`src/rtl/alu_wb_arbiter_pkg.sv`:
```
// Shared types for the ALU writeback arbiter slice; the scalar types mirror the core's cpu_defs.
package alu_wb_arbiter_pkg;

  localparam int ALU_RS_SIZE = 4;
  localparam int ROB_IDX_W   = 5;

  typedef logic [31:0]          uint32_t;
  typedef logic [ROB_IDX_W-1:0] rob_index_t;

  typedef struct packed {
    logic       valid;
    logic [3:0] cause;
  } exception_t;

  typedef struct packed {
    logic       valid;
    uint32_t    data;
    rob_index_t reorder;
    exception_t ex;
  } alu_wb_lane_t;

endpackage

```
`src/rtl/alu_wb_arbiter_if.sv`:
```
// RS-result and writeback-lane bundle between alu_rs, alu_wb_arbiter and the CDB/ROB mux.
interface alu_wb_arbiter_if import alu_wb_arbiter_pkg::*; #(
  parameter int RS_SIZE = ALU_RS_SIZE
);

  logic [RS_SIZE-1:0] data_ready;
  uint32_t            data         [RS_SIZE];
  rob_index_t         data_reorder [RS_SIZE];
  exception_t         ex           [RS_SIZE];
  logic [RS_SIZE-1:0] data_ack;

  logic [1:0]         wb_valid;
  uint32_t            wb_data    [2];
  rob_index_t         wb_reorder [2];
  exception_t         wb_ex      [2];
  logic [1:0]         wb_ack;

  modport slave (
    input  data_ready, data, data_reorder, ex, wb_ack,
    output data_ack, wb_valid, wb_data, wb_reorder, wb_ex
  );

  modport master (
    output data_ready, data, data_reorder, ex, wb_ack,
    input  data_ack, wb_valid, wb_data, wb_reorder, wb_ex
  );

endinterface

```
`src/rtl/alu_wb_arbiter_rr_pick2.sv`:
```
// Combinational rotating-priority finder: first and second requesters at or after rr_ptr.
module alu_wb_arbiter_rr_pick2 import alu_wb_arbiter_pkg::*; #(
  parameter int RS_SIZE = ALU_RS_SIZE,
  parameter int RR_W    = $clog2(RS_SIZE)
) (
  input  logic [RS_SIZE-1:0] req,
  input  logic [RR_W-1:0]    rr_ptr,
  output logic               g0_valid,
  output logic [RR_W-1:0]    g0_idx,
  output logic               g1_valid,
  output logic [RR_W-1:0]    g1_idx
);

  logic [RR_W-1:0] idx_s;
  logic            take0_s;
  logic            take1_s;

  // Walk the request vector in rotated order, keeping the first two hits.
  always_comb begin
    g0_valid = 1'b0;
    g0_idx   = RR_W'(0);
    g1_valid = 1'b0;
    g1_idx   = RR_W'(0);
    idx_s    = RR_W'(0);
    take0_s  = 1'b0;
    take1_s  = 1'b0;
    for (int off = 0; off < RS_SIZE; off++) begin
      idx_s    = RR_W'((int'(rr_ptr) + off) % RS_SIZE);
      take0_s  = req[idx_s] & ~g0_valid;
      take1_s  = req[idx_s] & g0_valid & ~g1_valid;
      g0_idx   = take0_s ? idx_s : g0_idx;
      g1_idx   = take1_s ? idx_s : g1_idx;
      g0_valid = g0_valid | take0_s;
      g1_valid = g1_valid | take1_s;
    end
  end

endmodule

```
`src/rtl/alu_wb_arbiter.sv`:
```
// Picks up to two finished ALU RS entries per cycle into two registered writeback lanes.
// Optional stall counter output perf_stall_cnt is built when ALU_WB_PERF_EN is defined.
module alu_wb_arbiter import alu_wb_arbiter_pkg::*; #(
  parameter int RS_SIZE = ALU_RS_SIZE,
  parameter int RR_W    = $clog2(RS_SIZE)
) (
  input  logic            clk,
  input  logic            rst,
  input  logic            flush,
  alu_wb_arbiter_if.slave bus
`ifdef ALU_WB_PERF_EN
  ,
  output logic [31:0]     perf_stall_cnt
`endif
);

  logic [RR_W-1:0]    rr_ptr_r;
  logic [RR_W-1:0]    rr_next_s;
  logic [RR_W-1:0]    last_idx_s;
  logic               g0_valid_s;
  logic               g1_valid_s;
  logic [RR_W-1:0]    g0_idx_s;
  logic [RR_W-1:0]    g1_idx_s;
  logic               clear_s;
  logic [1:0]         lane_free_s;
  logic [1:0]         avail_s;
  logic [1:0]         lane_grant_s;
  logic [RR_W-1:0]    lane_idx_s [2];
  logic [RS_SIZE-1:0] data_ack_s;
  alu_wb_lane_t       lane_r     [2];

  alu_wb_arbiter_rr_pick2 #(
    .RS_SIZE (RS_SIZE),
    .RR_W    (RR_W)
  ) u_rr_pick2 (
    .req      (bus.data_ready),
    .rr_ptr   (rr_ptr_r),
    .g0_valid (g0_valid_s),
    .g0_idx   (g0_idx_s),
    .g1_valid (g1_valid_s),
    .g1_idx   (g1_idx_s)
  );

  // Map g0/g1 onto free lanes; a lone free lane always takes g0. Clearing blocks all grants.
  always_comb begin
    clear_s       = rst | flush;
    lane_free_s   = {~lane_r[1].valid | bus.wb_ack[1], ~lane_r[0].valid | bus.wb_ack[0]};
    avail_s       = clear_s ? 2'b00 : lane_free_s;
    lane_grant_s  = 2'b00;
    lane_idx_s[0] = RR_W'(0);
    lane_idx_s[1] = RR_W'(0);
    case (avail_s)
      2'b11: begin
        lane_grant_s  = {g1_valid_s, g0_valid_s};
        lane_idx_s[0] = g0_idx_s;
        lane_idx_s[1] = g1_idx_s;
      end
      2'b01: begin
        lane_grant_s  = {1'b0, g0_valid_s};
        lane_idx_s[0] = g0_idx_s;
      end
      2'b10: begin
        lane_grant_s  = {g0_valid_s, 1'b0};
        lane_idx_s[1] = g0_idx_s;
      end
      default: begin
        lane_grant_s = 2'b00;
      end
    endcase
  end

  // Pop strobes and next pointer; lane1 holds the later pick whenever it is granted.
  always_comb begin
    data_ack_s = {RS_SIZE{1'b0}};
    for (int k = 0; k < 2; k++) begin
      data_ack_s[lane_idx_s[k]] = data_ack_s[lane_idx_s[k]] | lane_grant_s[k];
    end
    last_idx_s = lane_grant_s[1] ? lane_idx_s[1] : lane_idx_s[0];
    rr_next_s  = (last_idx_s == RR_W'(RS_SIZE - 1)) ? RR_W'(0) : last_idx_s + RR_W'(1);
  end

  // Lane registers and round-robin pointer.
  always_ff @(posedge clk) begin
    if (clear_s) begin
      rr_ptr_r  <= RR_W'(0);
      lane_r[0] <= '0;
      lane_r[1] <= '0;
    end else begin
      if (|lane_grant_s) begin
        rr_ptr_r <= rr_next_s;
      end
      for (int k = 0; k < 2; k++) begin
        if (lane_grant_s[k]) begin
          lane_r[k] <= '{valid:   1'b1,
                         data:    bus.data[lane_idx_s[k]],
                         reorder: bus.data_reorder[lane_idx_s[k]],
                         ex:      bus.ex[lane_idx_s[k]]};
        end else if (lane_free_s[k]) begin
          lane_r[k].valid <= 1'b0;
        end
      end
    end
  end

  assign bus.data_ack = data_ack_s;

  for (genvar k = 0; k < 2; k++) begin : g_lane_out
    assign bus.wb_valid[k]   = lane_r[k].valid;
    assign bus.wb_data[k]    = lane_r[k].data;
    assign bus.wb_reorder[k] = lane_r[k].reorder;
    assign bus.wb_ex[k]      = lane_r[k].ex;
  end

`ifdef ALU_WB_PERF_EN
  logic [31:0] perf_cnt_r;
  logic        stall_s;

  assign stall_s = |(bus.data_ready & ~data_ack_s);

  // Saturating count of cycles that left a ready entry waiting; flush does not clear it.
  always_ff @(posedge clk) begin
    if (rst) begin
      perf_cnt_r <= 32'h0000_0000;
    end else if (stall_s && (perf_cnt_r != 32'hFFFF_FFFF)) begin
      perf_cnt_r <= perf_cnt_r + 32'h0000_0001;
    end
  end

  assign perf_stall_cnt = perf_cnt_r;
`endif

endmodule
```
`src/flat_wrapper.sv`:
```
// flat-port wrapper written by rule: the top's interface ports become plain ports
module alu_wb_arbiter_flat import alu_wb_arbiter_pkg::*;
#(
  parameter int RS_SIZE = ALU_RS_SIZE,
  parameter int RR_W    = $clog2(RS_SIZE)
)
  (clk, rst, flush, bus_data_ready, bus_data, bus_data_reorder, bus_ex, bus_wb_ack, bus_data_ack, bus_wb_valid, bus_wb_data, bus_wb_reorder, bus_wb_ex);
  alu_wb_arbiter_if #(.RS_SIZE(RS_SIZE)) bus_i ();
  input  logic clk;
  input  logic rst;
  input  logic flush;
  input wire logic [$bits(bus_i.data_ready)-1:0] bus_data_ready;
  input wire logic [$bits(bus_i.data)-1:0] bus_data;
  input wire logic [$bits(bus_i.data_reorder)-1:0] bus_data_reorder;
  input wire logic [$bits(bus_i.ex)-1:0] bus_ex;
  input wire logic [$bits(bus_i.wb_ack)-1:0] bus_wb_ack;
  output wire logic [$bits(bus_i.data_ack)-1:0] bus_data_ack;
  output wire logic [$bits(bus_i.wb_valid)-1:0] bus_wb_valid;
  output wire logic [$bits(bus_i.wb_data)-1:0] bus_wb_data;
  output wire logic [$bits(bus_i.wb_reorder)-1:0] bus_wb_reorder;
  output wire logic [$bits(bus_i.wb_ex)-1:0] bus_wb_ex;
  assign bus_i.data_ready = bus_data_ready;
  assign bus_i.data = {>>{bus_data}};
  assign bus_i.data_reorder = {>>{bus_data_reorder}};
  assign bus_i.ex = {>>{bus_ex}};
  assign bus_i.wb_ack = bus_wb_ack;
  assign bus_data_ack = bus_i.data_ack;
  assign bus_wb_valid = bus_i.wb_valid;
  assign bus_wb_data = {>>{bus_i.wb_data}};
  assign bus_wb_reorder = {>>{bus_i.wb_reorder}};
  assign bus_wb_ex = {>>{bus_i.wb_ex}};
  alu_wb_arbiter #(.RS_SIZE(RS_SIZE), .RR_W(RR_W)) u_core (.clk(clk), .rst(rst), .flush(flush), .bus(bus_i));
endmodule
```
`config.mk`:
```
export PLATFORM = sky130hd
export DESIGN_NAME = alu_wb_arbiter_flat
export DESIGN_NICKNAME = d
export VERILOG_FILES = /design/src/rtl/alu_wb_arbiter_pkg.sv /design/src/rtl/alu_wb_arbiter_if.sv /design/src/rtl/alu_wb_arbiter_rr_pick2.sv /design/src/rtl/alu_wb_arbiter.sv /design/src/flat_wrapper.sv
export SDC_FILE = /design/constraint.sdc
export NUM_CORES = 1
export LEC_CHECK = 0
export BUFFER_PORTS_ARGS = -buffer_cell sky130_fd_sc_hd__buf_2
export CAP_MARGIN = 25
export CORE_MARGIN = 2
export CORE_UTILIZATION = 45
export CTS_BUF_LIST = sky130_fd_sc_hd__clkbuf_8 sky130_fd_sc_hd__clkbuf_16
export DETAILED_ROUTE_END_ITERATION = 10
export PLACE_DENSITY = 0.75
export SYNTH_ARGS = -nofsm -noshare
export SYNTH_HDL_FRONTEND = slang
export SYNTH_SLANG_ARGS = --single-unit
```
`constraint.sdc`:
```
create_clock -name clk -period 5.3 [get_ports clk]
set_input_delay 0 -clock clk [delete_from_list [all_inputs] [get_ports clk]]
set_output_delay 0 -clock clk [all_outputs]
set_load 0.03 [all_outputs]
```
Word level (Yosys, flattened, before mapping)
Memories as Yosys holds them, arrays and structs flattened.
Cells that the tools add are included.
- memories: 1
- bits in writable memories: 86
- ROM bits: 0
- logic and storage cells: 124
- bits of input ports: 177
- output and inout bits: 90
- latch bits: 0
- bits in registers: 2
- magnitude comparators: 10
- multipliers: 0
- div/mod/pow operators: 0
- reductions and logical operators: 4
- shift-type cells: 0
- equal/unequal tests: 4
- add/subtract/negate cells: 4
- bitwise gates (word level): 32
- multiplexer cells: 68
- memory list (memory ; words ; width ; rd ports ; clocked after Yosys merged registers in ; write ports ; line ; text):
    u_core.lane_r ; 2 ; 43 ; 2 ; 0 ; 2 ; alu_wb_arbiter.sv:30 ; alu_wb_lane_t lane_r [2];
- operators by type and width (cell ; count):
    32-bit binary-select mux with 2-bit select ; 2
    32-bit two-way mux ; 4
    43-bit two-way mux ; 2
    5-bit binary-select mux with 2-bit select ; 4
    5-bit two-way mux ; 8
    1-bit two-way mux ; 26
    2-bit two-way mux ; 11
    2-bit by 3-bit < comparator with 1-bit output, second input constant ; 6
    1-bit OR ; 14
    1-bit binary-select mux with 2-bit select ; 6
    1-bit bitwise AND ; 8
    1-bit inverter ; 7
    2-bit equality test, second input constant ; 3
    3-bit >= comparator, second input constant ; 2
    2-bit inverter with 3-bit output ; 2
    2-bit case mux with 3 select lines ; 1
    2-bit by 1-bit adder with 2-bit output, second input constant ; 2
    2-bit adder, second input constant ; 2
    4-bit bitwise AND ; 1
    4-bit bitwise mux ; 1
    1-bit demux with 2-bit select ; 2
    2-bit by 1-bit >= comparator with 1-bit output, second input constant ; 2
    2-bit case mux with 2 select lines ; 1
    2-bit OR reduction ; 2
    other kinds (2) ; 3

Longest topological paths before layout
- depth after elaboration: 21
- mapped depth: 10

Cells and area by module
From an unflattened synthesis, not the netlist that was laid out.
- cells, all modules: 770
- area total of the unflattened synthesis: 6681.4 um^2
- by module, submodules not included (module ; area each (um^2) ; cells each ; instances ; sequential area each (um^2)):
    alu_wb_arbiter ; 6417.4 ; 729 ; 1 ; 2612.5
    alu_wb_arbiter_rr_pick2 ; 264.0 ; 41 ; 1 ; 0.0

Worst setup path before layout
Ideal clock, no wire load.
- path type: flip-flop to flip-flop
- from: memory u_core.lane_r[0][42] (netlist bit)
- to: memory u_core.lane_r[0][0] (netlist bit), enable pin
- path slack: 880 ps
- period minus slack after synthesis: 4420 ps
- stages on the path, launching flop included: 4
- data arrival time: 3920 ps
- library setup time: 500 ps
- required time: 4800 ps
- cell sequence: edfxtp_1 -> nor2b_1 -> clkbuf_1 -> o21ai_0
- RTL lines (item ; line):
    start, declared ; alu_wb_arbiter.sv:30

==> impl_metrics.csv <==
group,metric,value,unit
clocking,post_cts_resized,0,
sta,setup_viol_count_final,0,
synth,yosys_most_used_dff,"edfxtp_1",
power,ir_worst_vdd,0.136,mV
clocking,cts_tree,"done",
critical_path,worstPathCellList,"nand2b_1, a21oi_1, a21oi_4, and3_2, o221ai_1, and2_1",
clocking,clock_latency,0.34,ns
die,dieHeight,120,um
placement,post-place-ws,2.12,ns
placement,numPortBuffers,266,
grt,grt_usage,0.263,
critical_path,regToRegSetupSlack,2.09,ns
synth,synthesis.area,6060,um2
clocking,cts-htree-levels,3,
critical_path,critical_path_class,"register to register",
grt,grt_first_pass_wirelength,29.9,mm
min_path,min_path_type,"input port to register",
synth,synth_area_per_cell,10.7,um2
sta,finalSetupTns,0,ns
synth,synthesis.nets,742,
power,power_density,287,nW/um2
route,drc_errors,0,
cells_and_area,layout_common_cells,"buf_2, mux2i_1, edfxtp_1",
sta,finClkSkew,0.00845,ns
critical_path,cp.arrival,3.31,ns
critical_path,end_kind,"register",
sta,finalHoldViolCount,0,
synth,ys_seq_elements,88,
run,maxCapViolCount,0,
cells_and_area,final_common_cell,"buf_2",
power,p_leak,3.38,nW
cells_and_area,drive_above_1_share,0.390,
power,finalPower,2.26,mW
placement,place_area,7510,um2
cells_and_area,fillers,1113,
clocking,cts_sinks,88,
sta,grt_setup_unrepaired,"false",
placement,dp_hpwl,13.5,mm
die,num_rows,42,
critical_path,crit_slowest_cell,"and3_2",
synth,yosysWarnings,0,
cells_and_area,seq_area,2610,um2
sta,slew_violations,0,
clocking,root_buffer,"clkbuf_16",
route,wl,19.6,mm
cells_and_area,multiInputGateArea,3050,um2
route,avgRoutedWirePerCell,20.0,um
route,ant_nets,0,
route,drt_iter0_markers,412,
route,vias,5801,
die,start_util,0.460,
die,core_area,13200,um2
cells_and_area,final_nets,978,
clocking,cts_buffers,9,
grt,grt_max_degree,62,
cells_and_area,syn_to_final_growth,29.9,%
route,dr.pass1.iters,5,
sta,tightest_slew,0.964,ns
clocking,clock_path_buffers,2,
clocking,path_clk_slew,0.06,ns
route,via_per_inst,5.91,
grt,grt_overflow_total,0,
placement,gp_congestion,0.965,
critical_path,cp-start-kind,"register",
critical_path,cp_slowest_stage_delay,0.96,ns
run_status,outcome,"finished, final reports clean",
synth,ys_types,51,
critical_path,required,5.40,ns
synth,async_flop_share,0,
die,dieArea,14400,um2
grt,grt_pass1_vias,5943,
synth,syn_inst,565,
sta,hold_ws,0.00924,ns
sta,setup_slack,2.09,ns
cells_and_area,postLayoutCellArea,7880,um2
synth,ys_seq_area_frac,0.431,
sta,max_slew_margin,0.357,
sta,fmax,0.312,GHz
die,die_w,120,um
sta,period_share,0.606,
synth,synth_edf_count,85,
grt,grt_antenna_before_repair,0,
cells_and_area,antenna_cells,0,
die,pin_count,267,
critical_path,path_max_fanout,43,
sta,post-route-min-period,3.21,ns
==> cells in the mapped netlist (all sizes together), types with 3 or more instances <==
| cell type | number | area (um2) |
|---|---|---|
| nand2b | 6 | 37.5 |
| nand2 | 8 | 32.5 |
| nor2 | 6 | 25.0 |
| o21ai | 8 | 51.3 |
| o22ai | 44 | 338 |
| edfxtp | 85 | 2550 |
| inv | 45 | 169 |
| dfxtp | 3 | 60.1 |
| o221ai | 42 | 368 |
| clkbuf | 14 | 56.3 |
| mux2i | 127 | 1270 |
| and2 | 42 | 263 |
| nand4 | 4 | 25.0 |
| nor2b | 6 | 37.5 |
| buf | 39 | 236 |
| a21o | 3 | 22.5 |
| a21oi | 11 | 58.8 |
| nand3 | 43 | 215 |
==> area by class of cell <==
cell class / instances / area share
clock buffer: 9 / 0.0286
tap: 176 / 0.0280
multi-input combinational: 379 / 0.388
timing repair buffer: 278 / 0.192
clock inverter: 7 / 0.0111
sequential: 88 / 0.332
inverter: 45 / 0.0214
==> repair_timing <==
action / CTS / global route
endpoints found under the hold margin: 1 / 0
setup endpoints to repair: 0 / 0
hold buffers: 1 / 0
setup buffers: 0 / 0
==> per-stage QoR <==
| step | util | std cells |
|---|---|---|
| after CTS | 0.594 | 980 |
| after detailed placement | 0.569 | 963 |
| after global routing | 0.597 | 982 |
| after global placement | 0.565 | 961 |
| after floorplan | - | 565 |
| final | 0.597 | 982 |
==> registers in the layout, summed over array words and instances, names as in the netlist <==
signal	count
u_core.rr_ptr_r	2
u_core.lane_r	86
==> worst max-delay path, delay by kind of cell, from the launching register on <==
family	cells	cell delay, ns
AOI/OAI and AO/OA	3	1.04
and+or+nand+nor	3	1.38
DFF	1	0.54
==> routing by layer <==
layer	track usage	vias to the layer above	wire length [um]
met2	0.450	315	9910
met1	0.319	2789	7750
met5	0	-	0
met3	0.0428	59	1290
met4	0.132	0	652
li1	-	2638	-
==> cell families after synthesis <==
family / count (synthesis) / synth area share
flip-flops: 88 / 0.431
XOR/XNOR: 1 / 0.00144
AND/OR/NAND/NOR: 126 / 0.118
buffers and inverters: 98 / 0.0761
adder cells (fa/ha/maj): 2 / 0.00330
AO/OA/AOI/OAI: 123 / 0.161
multiplexers: 127 / 0.210
==> power by group <==
part	switching [mW]	internal (mW)
Combinational	0.447	0.251
Sequential	0.0296	0.847
Clock	0.275	0.409
Total	0.752	1.51
==> path summary, 6_finish.rpt <==
kind                             start                    to  cells after the start
setup reg to reg    u_core.rr_ptr_r[0]   u_core.lane_r[0][9]                      6
setup / recovery    u_core.rr_ptr_r[0]   u_core.lane_r[0][9]                      6
hold / removal                   flush  u_core.lane_r[1][42]                      3
hold reg to reg   u_core.lane_r[1][42]  u_core.lane_r[1][42]                      2
Note: power is estimated with default switching activity, not from simulation.
